File: src/rtl/lsu_pkg.sv
`default_nettype none
// ============================================================================
//  Module      : lsu_pkg
//  Description : Shared types and constants for the LSU bus master: access
//                size encoding, FSM state encoding, the default WAIT timeout
//                and the request legality check.
//  Revision    : 1.0 - initial release
// ============================================================================
package lsu_pkg;

    // Access size as presented on req_size; 2'd3 is deliberately not a member
    typedef enum logic [1:0] {
        SZ_B = 2'd0,
        SZ_H = 2'd1,
        SZ_W = 2'd2
    } size_t;

    // Bus master FSM states, explicitly encoded
    typedef enum logic [1:0] {
        ST_IDLE   = 2'd0,
        ST_ACCESS = 2'd1,
        ST_WAIT   = 2'd2,
        ST_RESP   = 2'd3
    } state_t;

    // Default number of WAIT cycles tolerated before a timeout abort
    localparam int c_timeout_cycles_def = 15;

    // A request is illegal for size 3 or a misaligned half/word address
    function automatic logic is_illegal(input logic [1:0] size,
                                        input logic [1:0] addr_lo);
        logic bad;
        bad = 1'b0;
        if (size == 2'd3) begin
            bad = 1'b1;
        end else if (size == SZ_H) begin
            bad = addr_lo[0];
        end else if (size == SZ_W) begin
            bad = (addr_lo != 2'b00);
        end
        return bad;
    endfunction

endpackage
`default_nettype wire

File: src/rtl/lsu_align.sv
`default_nettype none
// ============================================================================
//  Module      : lsu_align
//  Description : Combinational byte-lane steering. Store side produces byte
//                enables and lane-replicated write data; load side extracts
//                the addressed lane and sign/zero-extends it.
//  Revision    : 1.0 - initial release
// ============================================================================
module lsu_align
    import lsu_pkg::*;
(
    input  size_t       i_st_size,
    input  logic [1:0]  i_st_addr_lo,
    input  logic [31:0] i_st_wdata,
    output logic [3:0]  o_st_be,
    output logic [31:0] o_st_wdata,
    input  size_t       i_ld_size,
    input  logic [1:0]  i_ld_addr_lo,
    input  logic        i_ld_unsigned,
    input  logic [31:0] i_ld_rdata,
    output logic [31:0] o_ld_data
);

    logic [31:0] w_ld_shifted;

    // Bring the addressed byte lane down to bit 0
    assign w_ld_shifted = i_ld_rdata >> {i_ld_addr_lo, 3'b000};

    // Store lane steering: replicate the datum so every enabled lane sees it
    always_comb begin
        o_st_be    = 4'b0000;
        o_st_wdata = 32'h0000_0000;
        case (i_st_size)
            SZ_B: begin
                o_st_be    = 4'b0001 << i_st_addr_lo;
                o_st_wdata = {4{i_st_wdata[7:0]}};
            end
            SZ_H: begin
                o_st_be    = 4'b0011 << i_st_addr_lo;
                o_st_wdata = {2{i_st_wdata[15:0]}};
            end
            SZ_W: begin
                o_st_be    = 4'b1111;
                o_st_wdata = i_st_wdata;
            end
            default: begin
                o_st_be    = 4'b0000;
                o_st_wdata = 32'h0000_0000;
            end
        endcase
    end

    // Load extraction with sign or zero extension
    always_comb begin
        o_ld_data = 32'h0000_0000;
        case (i_ld_size)
            SZ_B: begin
                o_ld_data = i_ld_unsigned ? {24'h0, w_ld_shifted[7:0]}
                                          : {{24{w_ld_shifted[7]}}, w_ld_shifted[7:0]};
            end
            SZ_H: begin
                o_ld_data = i_ld_unsigned ? {16'h0, w_ld_shifted[15:0]}
                                          : {{16{w_ld_shifted[15]}}, w_ld_shifted[15:0]};
            end
            SZ_W: begin
                o_ld_data = i_ld_rdata;
            end
            default: begin
                o_ld_data = 32'h0000_0000;
            end
        endcase
    end

endmodule
`default_nettype wire

File: src/rtl/lsu_bus_master.sv
`default_nettype none
// ============================================================================
//  Module      : lsu_bus_master
//  Description : Single-outstanding load/store bus master. Accepts one CPU
//                request, issues a one-cycle registered bus access, waits for
//                HREADY and holds the response until the CPU consumes it.
//                Optional macro LSU_TIMEOUT_EN adds a 4-bit WAIT counter that
//                aborts the access with rsp_err after TIMEOUT_CYCLES cycles.
//  Revision    : 1.0 - initial release
// ============================================================================
module lsu_bus_master
    import lsu_pkg::*;
#(
    parameter int ADDR_WIDTH     = 32,
    parameter int TIMEOUT_CYCLES = c_timeout_cycles_def
) (
    input  logic                  HCLK,
    input  logic                  HRESET,
    input  logic                  req_valid,
    output logic                  req_ready,
    input  logic                  req_write,
    input  logic [1:0]            req_size,
    input  logic                  req_unsigned,
    input  logic [ADDR_WIDTH-1:0] req_addr,
    input  logic [31:0]           req_wdata,
    output logic                  rsp_valid,
    input  logic                  rsp_ready,
    output logic [31:0]           rsp_rdata,
    output logic                  rsp_err,
    output logic                  HSEL,
    output logic                  HWRITE,
    output logic [3:0]            HBE,
    output logic [31:0]           HADDR,
    output logic [31:0]           HWDATA,
    input  logic [31:0]           HRDATA,
    input  logic                  HREADY
);

    state_t      r_state;
    size_t       r_size;
    logic [1:0]  r_addr_lo;
    logic        r_unsigned;
    logic        r_write;

    size_t       w_req_size;
    logic [31:0] w_addr_ext;
    logic        w_req_illegal;
    logic [3:0]  w_st_be;
    logic [31:0] w_st_wdata;
    logic [31:0] w_ld_data;
    logic        w_unused_addr;

`ifdef LSU_TIMEOUT_EN
    logic [3:0]  r_wait_cnt;
`else
    localparam int c_unused_timeout = TIMEOUT_CYCLES;
`endif

    // Normalise the request address to 32 bits; only bits [27:2] reach the bus
    generate
        if (ADDR_WIDTH >= 32) begin : g_addr_trunc
            assign w_addr_ext = req_addr[31:0];
        end else begin : g_addr_pad
            assign w_addr_ext = {{(32-ADDR_WIDTH){1'b0}}, req_addr};
        end
    endgenerate

    // Upper address nibble is dropped on purpose; the access is still issued
    assign w_unused_addr = ^w_addr_ext[31:28];

    assign w_req_size    = size_t'(req_size);
    assign w_req_illegal = is_illegal(req_size, w_addr_ext[1:0]);

    // Store steering works off the live request, load extraction off the latch
    lsu_align u_align (
        .i_st_size     (w_req_size),
        .i_st_addr_lo  (w_addr_ext[1:0]),
        .i_st_wdata    (req_wdata),
        .o_st_be       (w_st_be),
        .o_st_wdata    (w_st_wdata),
        .i_ld_size     (r_size),
        .i_ld_addr_lo  (r_addr_lo),
        .i_ld_unsigned (r_unsigned),
        .i_ld_rdata    (HRDATA),
        .o_ld_data     (w_ld_data)
    );

    // Transaction FSM with all CPU and bus outputs registered
    always_ff @(posedge HCLK or posedge HRESET) begin
        if (HRESET) begin
            r_state    <= ST_IDLE;
            r_size     <= SZ_B;
            r_addr_lo  <= 2'b00;
            r_unsigned <= 1'b0;
            r_write    <= 1'b0;
            req_ready  <= 1'b1;
            rsp_valid  <= 1'b0;
            rsp_rdata  <= 32'h0000_0000;
            rsp_err    <= 1'b0;
            HSEL       <= 1'b0;
            HWRITE     <= 1'b0;
            HBE        <= 4'b0000;
            HADDR      <= 32'h0000_0000;
            HWDATA     <= 32'h0000_0000;
`ifdef LSU_TIMEOUT_EN
            r_wait_cnt <= 4'd0;
`endif
        end else begin
            // Bus signals live for exactly the ACCESS cycle and idle at zero
            HSEL   <= 1'b0;
            HWRITE <= 1'b0;
            HBE    <= 4'b0000;
            HADDR  <= 32'h0000_0000;
            HWDATA <= 32'h0000_0000;

            case (r_state)
                ST_IDLE: begin
                    if (req_valid) begin
                        req_ready <= 1'b0;
                        if (w_req_illegal) begin
                            // Reject without touching the bus
                            r_state   <= ST_RESP;
                            rsp_valid <= 1'b1;
                            rsp_err   <= 1'b1;
                            rsp_rdata <= 32'h0000_0000;
                        end else begin
                            r_state    <= ST_ACCESS;
                            r_size     <= w_req_size;
                            r_addr_lo  <= w_addr_ext[1:0];
                            r_unsigned <= req_unsigned;
                            r_write    <= req_write;
                            HSEL       <= 1'b1;
                            HWRITE     <= req_write;
                            HBE        <= req_write ? w_st_be : 4'b1111;
                            HADDR      <= {4'b0000, w_addr_ext[27:2], 2'b00};
                            HWDATA     <= req_write ? w_st_wdata : 32'h0000_0000;
                        end
                    end
                end

                ST_ACCESS: begin
                    r_state <= ST_WAIT;
`ifdef LSU_TIMEOUT_EN
                    r_wait_cnt <= 4'd0;
`endif
                end

                ST_WAIT: begin
                    if (HREADY) begin
                        r_state   <= ST_RESP;
                        rsp_valid <= 1'b1;
                        rsp_err   <= 1'b0;
                        rsp_rdata <= r_write ? 32'h0000_0000 : w_ld_data;
                    end
`ifdef LSU_TIMEOUT_EN
                    else if (r_wait_cnt == 4'(TIMEOUT_CYCLES - 1)) begin
                        r_state   <= ST_RESP;
                        rsp_valid <= 1'b1;
                        rsp_err   <= 1'b1;
                        rsp_rdata <= 32'h0000_0000;
                    end else begin
                        r_wait_cnt <= r_wait_cnt + 4'd1;
                    end
`endif
                end

                ST_RESP: begin
                    // Response is held until consumed; accept again next cycle
                    if (rsp_ready) begin
                        r_state   <= ST_IDLE;
                        rsp_valid <= 1'b0;
                        rsp_err   <= 1'b0;
                        rsp_rdata <= 32'h0000_0000;
                        req_ready <= 1'b1;
                    end
                end

                default: begin
                    r_state   <= ST_IDLE;
                    req_ready <= 1'b1;
                end
            endcase
        end
    end

endmodule
`default_nettype wire

File: config.mk
export PLATFORM = sky130hd
export DESIGN_NAME = lsu_bus_master
export DESIGN_NICKNAME = d
export VERILOG_FILES = /design/src/rtl/lsu_pkg.sv /design/src/rtl/lsu_align.sv /design/src/rtl/lsu_bus_master.sv
export SDC_FILE = /design/constraint.sdc
export NUM_CORES = 1
export LEC_CHECK = 0
export BUFFER_PORTS_ARGS = -buffer_cell sky130_fd_sc_hd__buf_2
export CAP_MARGIN = 10
export CORE_MARGIN = 1.5
export CORE_UTILIZATION = 51
export DETAILED_ROUTE_END_ITERATION = 16
export MAX_ROUTING_LAYER = met4
export PLACE_DENSITY = 0.85
export SYNTH_ARGS = -nofsm -noshare
export SYNTH_HDL_FRONTEND = slang
export SYNTH_SLANG_ARGS = --single-unit
File: constraint.sdc
create_clock -name HCLK -period 8.77 [get_ports HCLK]
set_input_delay 1.754 -clock HCLK [delete_from_list [all_inputs] [get_ports HCLK]]
set_output_delay 1.754 -clock HCLK [all_outputs]
set_load 0.02 [all_outputs]
---- After elaboration in Yosys (flattened, before gate mapping) ----
Cells that the tools add are included.
operators by class
  bitwise logic cells ..................... 1
  mux-type cells .......................... 46
  equality and inequality tests ........... 12
  reductions and logical operators ........ 10
  shifts and indexed selects .............. 3
operators by type and width
  operator                                                            number
  32-bit two-way mux                                                  11
  32-bit one-hot mux with 3 select lines                              3
  28-bit two-way mux                                                  3
  32-bit by 5-bit right shift with 16-bit output                      1
  1-bit two-way mux                                                   16
  4-bit two-way mux                                                   4
  4-bit one-hot mux with 3 select lines                               1
  2-bit == test (second input constant)                               5
  3-bit AND reduction                                                 3
  2-bit two-way mux                                                   4
  2-bit inequality test (second input constant)                       4
  2-bit one-hot mux with 4 select lines                               1
  2-bit by 1-bit == test with 1-bit output (second input constant)    3
  2-bit zero test                                                     3
  1-bit one-hot mux with 3 select lines                               2
  5-bit AND reduction                                                 1
  2-bit nonzero test                                                  2
  1-bit by 2-bit left shift with 4-bit output (first input constant)  1
  2-bit by 2-bit left shift with 4-bit output (first input constant)  1
  3-bit nonzero test                                                  1
  1-bit one-hot mux with 2 select lines                               1
  1-bit inverter                                                      1
word-level totals
  input bits .............................. 105
  logic and storage cells ................. 86
  output and inout bits ................... 105
  register bits after elaboration ......... 113

---- Logic depth before layout (Yosys ltp) ----
  depth after elaboration ................. 7
  mapped depth ............................ 7
  mapped depth without buffers ............ 6

---- Cells and area by module ----
Synthesis repeated with hierarchy kept, for this count alone.
second synthesis, totals
  cell total of the unflattened synthesis .. 542
  area, all modules ....................... 5357.6 µm²
modules (own cells, without submodules)
  module          sequential area each (µm²)  area each (µm²)  instances  cells an instance
  lsu_bus_master  2678.8                      4091.4           1          327
  lsu_align       0.0                         1266.2           1          215

---- Worst setup path before layout ----
Ideal clock, no wire load.
  path kind ............................... input port to flip-flop
  start ................................... input req_size[0]
  end ..................................... register r_addr_lo[0]
  setup slack ............................. 5.510 ns
  stages .................................. 7
  buffers on the path ..................... 2
  data arrival time ....................... 3.135 ns
  required time ........................... 8.645 ns
  library setup time ...................... 0.125 ns
  path through ............................ buf_2 > o21a_1 > o22ai_2 > nand3_1 > inv_1 > buf_2 > mux2_2
on the way
  cells in the longest elaborated chain, start to end .. 6
  elaborated cells on any way between the ends .. 8
  those cells by class .................... 3 x eq/ne; 3 x mux; 1 x bitwise; 1 x reduce/logical
ends and longest elaborated chain
  element                          line                   source
  start, declared                  lsu_bus_master.sv:22   input logic [1:0] req_size,
  2-bit == test                    lsu_pkg.sv:38          end else if (size == SZ_W) begin
  1-bit two-way mux                lsu_pkg.sv:38
  1-bit two-way mux                lsu_pkg.sv:36          end else if (size == SZ_H) begin
  1-bit two-way mux *              lsu_pkg.sv:34          if (size == 2'd3) begin
  1-bit inverter (no line) *       -
  3-bit AND reduction (no line) *  -
  end signal, assigned             lsu_bus_master.sv:129  r_addr_lo <= w_addr_ext[1:0];
  end, declared                    lsu_bus_master.sv:41   logic [1:0] r_addr_lo;
Every way passes the cells marked *; elsewhere a longest branch is shown, timed or not.
A chain may end at the register's enable or synchronous reset.

---- Worst setup path in the final report ----
  start ................................... input req_size[0]
  end ..................................... register r_size[1]
on the way
  cells in the longest elaborated chain, start to end .. 6
  elaborated cells on any way between the ends .. 8
  those cells by class .................... 3 x eq/ne; 3 x mux; 1 x bitwise; 1 x reduce/logical
ends and longest elaborated chain
  element                          line                   source
  2-bit == test                    lsu_pkg.sv:38
  1-bit two-way mux                lsu_pkg.sv:38
  1-bit two-way mux                lsu_pkg.sv:36
  1-bit two-way mux *              lsu_pkg.sv:34
  1-bit inverter (no line) *       -
  3-bit AND reduction (no line) *  -
  end signal, assigned             lsu_bus_master.sv:128  r_size <= w_req_size;
  end, declared                    lsu_bus_master.sv:40   size_t r_size;
Marked as above.

==> impl_metrics.yaml <==
run_status:
  outcome: "finished clean"
logic_synthesis:
  synth_edf_count: 0
  yosys_warnings: 0
  synth.area.top_cells: "dfrtp_1 (54%), nand2_1 (5.1%), a21oi_1 (3.8%), and2_1 (3.3%), a22o_1 (2.9%)"
  ys_seq_area_share_pct: 54.95
  yosysTopAreaCellShare_pct: 54.41
  synth_flop_cell: "dfrtp_1"
  synth_area_um2: 4875
  syn_area_per_cell_um2: 10.35
  syn_inst: 471
  synthArstFlopShare_pct: 100.0
  yosys.cell_types.count: 46
  ys_ff_latch: 107
  yosysTopAreaCell: "dfrtp_1"
global_route:
  track_usage_pct: 25.52
  antenna_found_initial: 0
  grt_pass1_wl_um: 19540
  grt.overflow.total: 0
  grt_pass1_vias: 4076
  grt_max_degree: 85
clock_network:
  postCtsHoldBufs: 0
  clock_latency_ps: 360
  cts_made_buffers: 9
  clock_sinks: 107
  post-cts-setup-buffers: 0
  post_cts_resized: 0
  h-tree-depth: 3
  cts_tree: "done"
  cts_max_path_buffers: 2
  clkSlewWorstSetupHoldPaths_ps: 100
  cts_root_buffer: "clkbuf_8"
final_layout:
  antenna_cells: 0
  drive_gt1_share_pct: 35.94
  final_core_util_pct: 65.80
  fin_area_um2: 6080
  area_growth_pct: 24.72
  nNetsFinal: 754
  stdcell_count: 780
worst_setup_path:
  path_class: "in2reg"
  cp_top_family: "buffers and inverters"
  path_max_fanout: 41
  crit_required_ps: 9020
  rr_endpoint: "rsp_err$_DFFE_PP0P_"
  critPathArrivalTime_ps: 4000
  cp_slowest_cell: "inv_1"
  end_kind: "flip-flop"
  rr_worst_depth: 5
  cp.depth: 6
  critPathBufInv: 2
  cp_slowest_stage_delay_ps: 790
  rrSetupSlack_ps: 6020
  r2r-start: "r_state[0]$_DFFE_PP0P_"
  worstPathCellList: "buf_2 > o21a_1 > o22ai_2 > nand3_1 > inv_1 > mux2_2"
  crit_path_start_kind: "primary input"
sta:
  fmax_mhz: 267.2
  slew_headroom_pct: 24.55
  finalSetupTns_ps: 0
  fin_ws_ps: 5027
  setup_viol: 0
  hold_viol_final: 0
  timing.hold.ws_ps: 491.3
  finalMaxSlewViolations: 0
  tightest_slew_ps: 1132
  skew_ps: 8.652
  grt_setup_unrepaired: "no"
  post-route-min-period_ps: 3743
  fin_crit_sh_pct: 42.68
routing:
  vias_per_cell: 5.488
  drt-wirelength-per-cell_um: 16.17
  routed_wl_um: 12610
  first_pass_iters: 5
  drt.antenna.violating_nets: 0
  route.detailed.drc: 0
  vias: 4281
  drt_iter0_drc: 273
placement:
  gp_congestion: 0.8786
  post-place-ws_ps: 4631
  portBuffers: 199
  dp_cells: 764
  dpl_cell_area_um2: 5882
  dp_hpwl_um: 9157
floorplan:
  die_x_um: 100.8
  fp-row-count: 35
  coreArea_um2: 9240
  die_y_um: 100.8
  dieArea_um2: 10150
  pin_count: 210
  initial_core_util_pct: 52.76
job:
  max_cap_viol_count: 0
worst_hold_path:
  hp-start: "rsp_rdata[2]$_DFFE_PP0P_"
  hold-path-endpoint: "rsp_rdata[2]$_DFFE_PP0P_"
  min_delay_path_depth: 1
  hold_path.class: "reg2reg"
power:
  ir_drop_mv: 0.1671
  power.density_nw_per_um2: 287.0
  power.total_mw: 1.745
  leakage_nw: 3.361
==> cells in the mapped netlist (all sizes together), types with 2 or more instances <==
master and n:
a211o 9, o21ai 11, dfrtp 106, mux2 7
buf 20, nand2 66, ha 3, a211oi 3
a32oi 7, a32o 8, o221ai 8, a21oi 38
nor3 2, o2bb2ai 8, a31oi 2, and3 8
nor2 14, nor2b 12, clkbuf 23, nand3 17
and2 26, a21o 2, nand2b 19, mux2i 11
a22o 16, inv 9
==> worst max path at each step <==
stage,start,end,slack (ps)
after floorplan,HRESET,HADDR[10]$_DFF_PP0_,4200
after global placement,req_size[0],r_unsigned$_DFFE_PP0P_,4730
after detailed placement,req_size[0],r_addr_lo[0]$_DFFE_PP0P_,4630
after CTS,req_size[0],r_addr_lo[0]$_DFFE_PP0P_,5020
after global routing,req_size[0],r_size[1]$_DFFE_PP0P_,4830
final,req_size[0],r_size[1]$_DFFE_PP0P_,5030
==> cell usage in the layout (no fill, tap or decap), drive strengths merged, types with 2 or more instances in the layout <==
| cell | netlist | layout |
|---|---|---|
| buf | 20 | 202 |
| nor2 | 14 | 14 |
| clkinvlp | 0 | 2 |
| o21ai | 11 | 11 |
| nor2b | 12 | 12 |
| and3 | 8 | 8 |
| mux2 | 7 | 7 |
| inv | 9 | 11 |
| nand3 | 17 | 17 |
| a31oi | 2 | 2 |
| clkinv | 1 | 3 |
| and2 | 26 | 26 |
| o221ai | 8 | 8 |
| ha | 3 | 3 |
| dfrtp | 106 | 106 |
| a32oi | 7 | 7 |
| nand2b | 19 | 19 |
| a211oi | 3 | 3 |
| nand2 | 66 | 66 |
| a211o | 9 | 9 |
| a22o | 16 | 16 |
| clkbuf | 23 | 10 |
| conb | 1 | 6 |
| a21oi | 38 | 38 |
| nor3 | 2 | 2 |
| a21o | 2 | 2 |
| o2bb2ai | 8 | 8 |
| a32o | 8 | 8 |
| mux2i | 11 | 11 |
==> metal layers <==
layer,track usage (%),vias up,wire length (um)
li1,-,1991,-
met3,5.825,31,998
met5,-,-,0
met4,9.209,0,323
met2,39.03,217,6047
met1,33.55,2042,5240
==> state kept, by name, summed over array words and instances, names as in the netlist <==
register / flops
r_addr_lo: 2
r_write: 1
rsp_err: 1
HADDR: 26
HWRITE: 1
HWDATA: 32
req_ready: 1
rsp_valid: 1
HSEL: 1
r_unsigned: 1
r_size: 2
r_state: 2
rsp_rdata: 32
HBE: 4
==> where the power goes <==
part | total (mW) | internal (mW) | switching, mW
Clock | 0.295 | 0.117 | 0.178
Combinational | 0.745 | 0.295 | 0.450
Sequential | 0.705 | 0.597 | 0.107
Total | 1.74 | 1.01 | 0.736
==> logic make-up after synthesis <==
family	share of synthesized area, %
AND/OR/NAND/NOR	17.35
AO/OA/AOI/OAI	17.48
flip-flops	54.95
buffers and inverters	4.851
multiplexers	4.338
adder cells (fa/ha/maj)	0.7701
other	0.07693
XOR/XNOR	0.1797
==> layout make-up <==
| type | count | area (um2) |
|---|---|---|
| fill | 735 | 3161 |
| sequential | 107 | 2679 |
| multi-input combinational | 316 | 1983 |
| timing repair buffer | 202 | 1018 |
| tap | 129 | 161.4 |
| clock buffer | 10 | 137.6 |
| clock inverter | 6 | 60.06 |
| inverter | 10 | 40.04 |
No activity file was read; power rests on OpenSTA's default activity.
